File: config.mk
export PLATFORM = sky130hd
export DESIGN_NAME = jstk2_spi_responder
export DESIGN_NICKNAME = d
export VERILOG_FILES = /design/src/rtl/jstk2_spi_responder.sv
export SDC_FILE = /design/constraint.sdc
export NUM_CORES = 1
export LEC_CHECK = 0
export CORE_MARGIN = 2
export CORE_UTILIZATION = 34
export DETAILED_ROUTE_END_ITERATION = 10
export GPL_TIMING_DRIVEN = 0
export PLACE_DENSITY = 0.59
export REMOVE_ABC_BUFFERS = 1
export SYNTH_ARGS = -nofsm -noshare
export SYNTH_HDL_FRONTEND = slang
export SYNTH_SLANG_ARGS = --single-unit
File: constraint.sdc
create_clock -name clk -period 3.48 [get_ports clk]
set_clock_uncertainty 0.1 [all_clocks]
set_input_delay 0.696 -clock clk [delete_from_list [all_inputs] [get_ports clk]]
set_output_delay 0.696 -clock clk [all_outputs]
set_load 0.03 [all_outputs]
File: src/rtl/jstk2_spi_responder.sv
// PmodJSTK2-style SPI mode-0 slave: streams a 5-byte X/Y/button packet on MISO
// and decodes the master's command byte, latching RGB for the LED command.
module jstk2_spi_responder #(
   parameter int          SYNC_STAGES = 2,
   parameter int          FRAME_BYTES = 5,
   parameter logic [7:0]  CMD_LED     = 8'h84
) (
   input  logic        clk,
   input  logic        rst,
   input  logic        SCLK,
   input  logic        SS,
   input  logic        MOSI,
   output logic        MISO,
   output logic        miso_oe,
   input  logic [9:0]  x_pos,
   input  logic [9:0]  y_pos,
   input  logic [1:0]  btn,
   output logic [23:0] led_rgb,
   output logic        led_valid,
   output logic        frame_done,
   output logic        frame_err
);

   localparam int BCW = $clog2(FRAME_BYTES + 1);

   typedef enum logic [1:0] {IDLE, LOAD, SHIFT, DONE} state_t;

   state_t                 state;
   logic [SYNC_STAGES-1:0] sclk_sy, ss_sy, mosi_sy;
   logic                   sclk_d, ss_d, fall_pend;
   logic [38:0]            tx_sh;
   logic [6:0]             rx_sh;
   logic [2:0]             bit_cnt;
   logic [BCW-1:0]         byte_cnt;
   logic [7:0]             cmd, r_b, g_b, b_b;

   logic sclk_s, ss_s, mosi_s, sclk_rise, sclk_fall, ss_fall;
   logic [7:0] rx_byte;

   assign sclk_s    = sclk_sy[SYNC_STAGES-1];
   assign ss_s      = ss_sy[SYNC_STAGES-1];
   assign mosi_s    = mosi_sy[SYNC_STAGES-1];
   assign sclk_rise = sclk_s & ~sclk_d;
   assign sclk_fall = ~sclk_s & sclk_d;
   assign ss_fall   = ~ss_s & ss_d;
   assign rx_byte   = {rx_sh, mosi_s};

   // SS chain resets low so a select still held low across reset never looks like a new fall.
   always_ff @(posedge clk) begin
      if (rst) begin
         sclk_sy <= '0;
         ss_sy   <= '0;
         mosi_sy <= '0;
         sclk_d  <= 1'b0;
         ss_d    <= 1'b0;
      end else begin
         sclk_sy <= {sclk_sy[SYNC_STAGES-2:0], SCLK};
         ss_sy   <= {ss_sy[SYNC_STAGES-2:0], SS};
         mosi_sy <= {mosi_sy[SYNC_STAGES-2:0], MOSI};
         sclk_d  <= sclk_s;
         ss_d    <= ss_s;
      end
   end

   always_ff @(posedge clk) begin
      if (rst) begin
         state      <= IDLE;
         fall_pend  <= 1'b0;
         MISO       <= 1'b0;
         miso_oe    <= 1'b0;
         tx_sh      <= '0;
         rx_sh      <= '0;
         bit_cnt    <= '0;
         byte_cnt   <= '0;
         cmd        <= '0;
         r_b        <= '0;
         g_b        <= '0;
         b_b        <= '0;
         led_rgb    <= '0;
         led_valid  <= 1'b0;
         frame_done <= 1'b0;
         frame_err  <= 1'b0;
      end else begin
         led_valid  <= 1'b0;
         frame_done <= 1'b0;
         frame_err  <= 1'b0;
         case (state)
            IDLE: begin
               if (ss_fall || fall_pend) begin
                  fall_pend <= 1'b0;
                  state     <= LOAD;
               end
            end
            LOAD: begin
               // MSB of byte 0 goes straight to MISO; the rest waits in tx_sh.
               MISO     <= x_pos[7];
               tx_sh    <= {x_pos[6:0], 6'b0, x_pos[9:8], y_pos[7:0], 6'b0, y_pos[9:8], 6'b0, btn};
               miso_oe  <= 1'b1;
               bit_cnt  <= '0;
               byte_cnt <= '0;
               cmd      <= '0;
               state    <= SHIFT;
            end
            SHIFT: begin
               // SS level checked first: a rise beats any coincident SCLK edge.
               if (ss_s) begin
                  state <= DONE;
               end else if (sclk_rise) begin
                  rx_sh   <= rx_byte[6:0];
                  bit_cnt <= bit_cnt + 3'd1;
                  if (bit_cnt == 3'd7 && byte_cnt < BCW'(FRAME_BYTES)) begin
                     byte_cnt <= byte_cnt + BCW'(1);
                     case (byte_cnt)
                        BCW'(0): cmd <= rx_byte;
                        BCW'(1): r_b <= rx_byte;
                        BCW'(2): g_b <= rx_byte;
                        BCW'(3): b_b <= rx_byte;
                        default: ;
                     endcase
                  end
               end else if (sclk_fall) begin
                  // Zeros shift in behind the packet, so oversize frames read 0x00.
                  MISO  <= tx_sh[38];
                  tx_sh <= {tx_sh[37:0], 1'b0};
               end
            end
            DONE: begin
               MISO      <= 1'b0;
               miso_oe   <= 1'b0;
               fall_pend <= ss_fall;
               if (bit_cnt == 3'd0 && byte_cnt == BCW'(FRAME_BYTES)) frame_done <= 1'b1;
               else                                                  frame_err  <= 1'b1;
               if (cmd == CMD_LED && byte_cnt >= BCW'(4) && bit_cnt == 3'd0) begin
                  led_rgb   <= {r_b, g_b, b_b};
                  led_valid <= 1'b1;
               end
               state <= IDLE;
            end
            default: state <= IDLE;
         endcase
      end
   end

endmodule

==> run metrics <==
drt first pass iters 4; dpl cell area 5450 µm²; final net count 621; Hold Vio Cnt, Final 0; Ant. Diodes 0; Cell Area, Synth 4840 µm²; Internal 3.11 mW; power per cell area 672 nW/µm²; Reg power frac 39.2%; placer's final routability congestion estimate 0.717; worst reg2reg path startpoint state[0]; DPL Wire Length 5.98 mm; Worst EP required 3.66 ns; Yosys warning count 0; Post-Synthesis Cells 546; Fill cells 1354; Unique masters post-synth 36; Port Buf Inserts 55; Final WS setup 0.357 ns; post-route cell area 6130 µm²; fin util 44.2%; RSZ-0062 raised after global routing false; Via Count 3718; hold_sp mosi_sy[0]; relative slew slack 28.1%; async set-reset flop share out of synthesis 0%; initial core utilization 34.9%; DIE WIDTH 123 µm; final cell count without fillers 774; critical path peak fanout 37; Critical Path Sink Type flip-flop; clk sinks 124; top-area cell type share of the netlist area 51.3%; I/O pin total 56; Setup WS pre-CTS -0.679 ns; hold depth 1; Placeable Area 13900 µm²; Post-synth EDFFs 0; CP arrival 3.30 ns; # Max-Cap Violations 0; Max clock buf depth 2; Leakage Power 2.09 nW; critical path class flip-flop to flip-flop; Worst-Skew Late Latency 0.41 ns; Die Y 123 µm; first-pass GRT wire length 16.0 mm; Peak VDD IR 458 µV; multi-input logic area 2150 µm²; CTS H-tree lvls 4; Psw 1.01 mW; row count 43; r2r endpoint b_b[3]; Sw Share 24.6%; largest net degree at the start of global routing 101; post-route minimum period 3.12 ns; All-Layer GR Usage 13.4%; dominant synthesized flop cell dfxtp_1; DR vias/cell 4.80; HP Class flip-flop to flip-flop; WL/cell 12.3 µm; placed insts 742; drt drc 0; Final Setup Violations 0; hold path endpoint mosi_sy[1]; die area 15200 µm²; clock slew at reported path FFs 0.06 ns; Root Driver clkbuf_16; period utilisation layout 89.8%; Antenna Violating Nets Remaining 0; top-count cell post-synth dfxtp_1; Num CTS Buffers 17; combinational power share 12.8%; Synth area leaders dfxtp_1, nand2_1, mux2i_1; CTS Hold Bufs 0; clock share of power 48.0%; Fmax 320 MHz; synth-to-layout area growth 26.8%; register area 2480 µm²; share of cells above drive strength 1 6.90%; initial antenna violation count 0; total grt overflow 0; r2r worst-path depth 6; flop2flop setup slack 0.36 ns; 1st-iter DRT viols 206; Pins Over Slew Limit 0; most frequent cells after synthesis dfxtp_1, nand2_1, a21oi_1; register area share after synthesis 51.3%; Worst-Margin Slew 1.08 ns; Post-CTS Setup Bufs 0; Seq cells post-synth 124; Critical Path Start Type flip-flop; Synth area leader dfxtp_1; status finished clean; vias in the first global route 3566; Final TNS setup 0 ns; CTS tree done; Avg Inst Size Synth 8.86 µm²; drt total wl 9.51 mm
flip-flops by register name (all words and copies together) (netlist names), 2 cells and up:
name / cells
cmd: 8
rx_sh: 7
led_rgb: 24
bit_cnt: 3
r_b: 8
ss_sy: 2
tx_sh: 39
byte_cnt: 3
state: 2
b_b: 8
mosi_sy: 2
sclk_sy: 2
g_b: 8
final cells by class:
class                           count  area share, %
Timing Repair Buffer               56           9.38
Sequential cell                   124           40.5
Clock buffer                       18           7.00
Clock inverter                     14           3.96
Tap cell                          180           3.67
Inverter                            9          0.551
Multi-Input combinational cell    373           35.0
repair_timing:
item / 4_1_cts / 5_1_grt
endpoints found under the hold margin: 0 / 0
resized for setup: 3 / 1
endpoints found under the setup margin: 20 / 20
worst max-delay path by stage:
| stage | from | to | slack [ns] | depth (start not counted) |
|---|---|---|---|---|
| floorplan | state[0] | tx_sh[16] | -0.12 | 6 |
| global placement | rst | byte_cnt[2] | -1.65 | 4 |
| detailed placement | state[0] | tx_sh[20] | -0.68 | 6 |
| CTS | state[0] | tx_sh[20] | 0.1 | 6 |
| global route | state[0] | tx_sh[20] | 0.06 | 6 |
| finish | state[0] | b_b[3] | 0.36 | 6 |
power groups by stage:
stage                     sequential, mW  clock, mW  combinational [mW]
after floorplan                     1.65          0               0.355
after global placement              1.64          0               0.523
after detailed placement            1.65          0               0.534
after CTS                           1.62       2.02               0.536
after global routing                1.63       2.08               0.596
final                               1.62       1.98               0.528
layer usage:
metal	vias to the layer above	global-route usage [%]	wire (µm)
met5	-	0	0
met4	0	5.54	95
met3	10	4.38	396
met2	61	23.0	4600
met1	1704	15.3	4410
li1	1943	-	-
kinds of logic (layout without fill, tap and decap cells):
group	Yosys count	in the layout	synth area share [%]
buffers and inverters	49	97	4.73
multiplexers	37	37	7.65
AND/OR/NAND/NOR	223	223	21.2
AO/OA/AOI/OAI	100	100	11.7
adder cells (fa/ha/maj)	13	13	3.36
flip-flops	124	124	51.3
worst max-delay path, cell delays in order, from the launching register on:
cell and delay (ns):
dfxtp_1 0.34, inv_1 0.11, ha_2 0.83, and4bb_1 0.76
nand4_2 0.49, mux2i_1 0.29, nor2_1 0.06
layout by cell type (no fill, tap or decap), types with 2 or more instances in the layout:
cell type / Yosys / final
a211oi_1: 21 / 21
o21ai_0: 3 / 3
clkdlybuf4s50_1: 0 / 54
bufinv_16: 0 / 6
and4_1: 3 / 3
nand2_1: 102 / 101
clkinv_4: 0 / 3
inv_1: 8 / 8
mux2i_1: 37 / 37
clkinvlp_4: 0 / 3
ha_1: 13 / 12
nor2b_1: 10 / 10
nor2_1: 46 / 46
a21oi_1: 72 / 72
nand3_1: 42 / 42
nor3_1: 2 / 2
nand4_1: 4 / 4
nor3b_1: 2 / 2
clkbuf_16: 0 / 17
dfxtp_1: 124 / 124
per-stage QoR:
stage          power, mW  hold slack (ns)
2_1_floorplan       2.01            0.314
3_3_place_gp        2.16            0.321
3_5_place_dp        2.18            0.325
4_1_cts             4.17            0.335
5_1_grt             4.31            0.347
6_report            4.12            0.329
No activity file was read; power rests on OpenSTA's default activity.
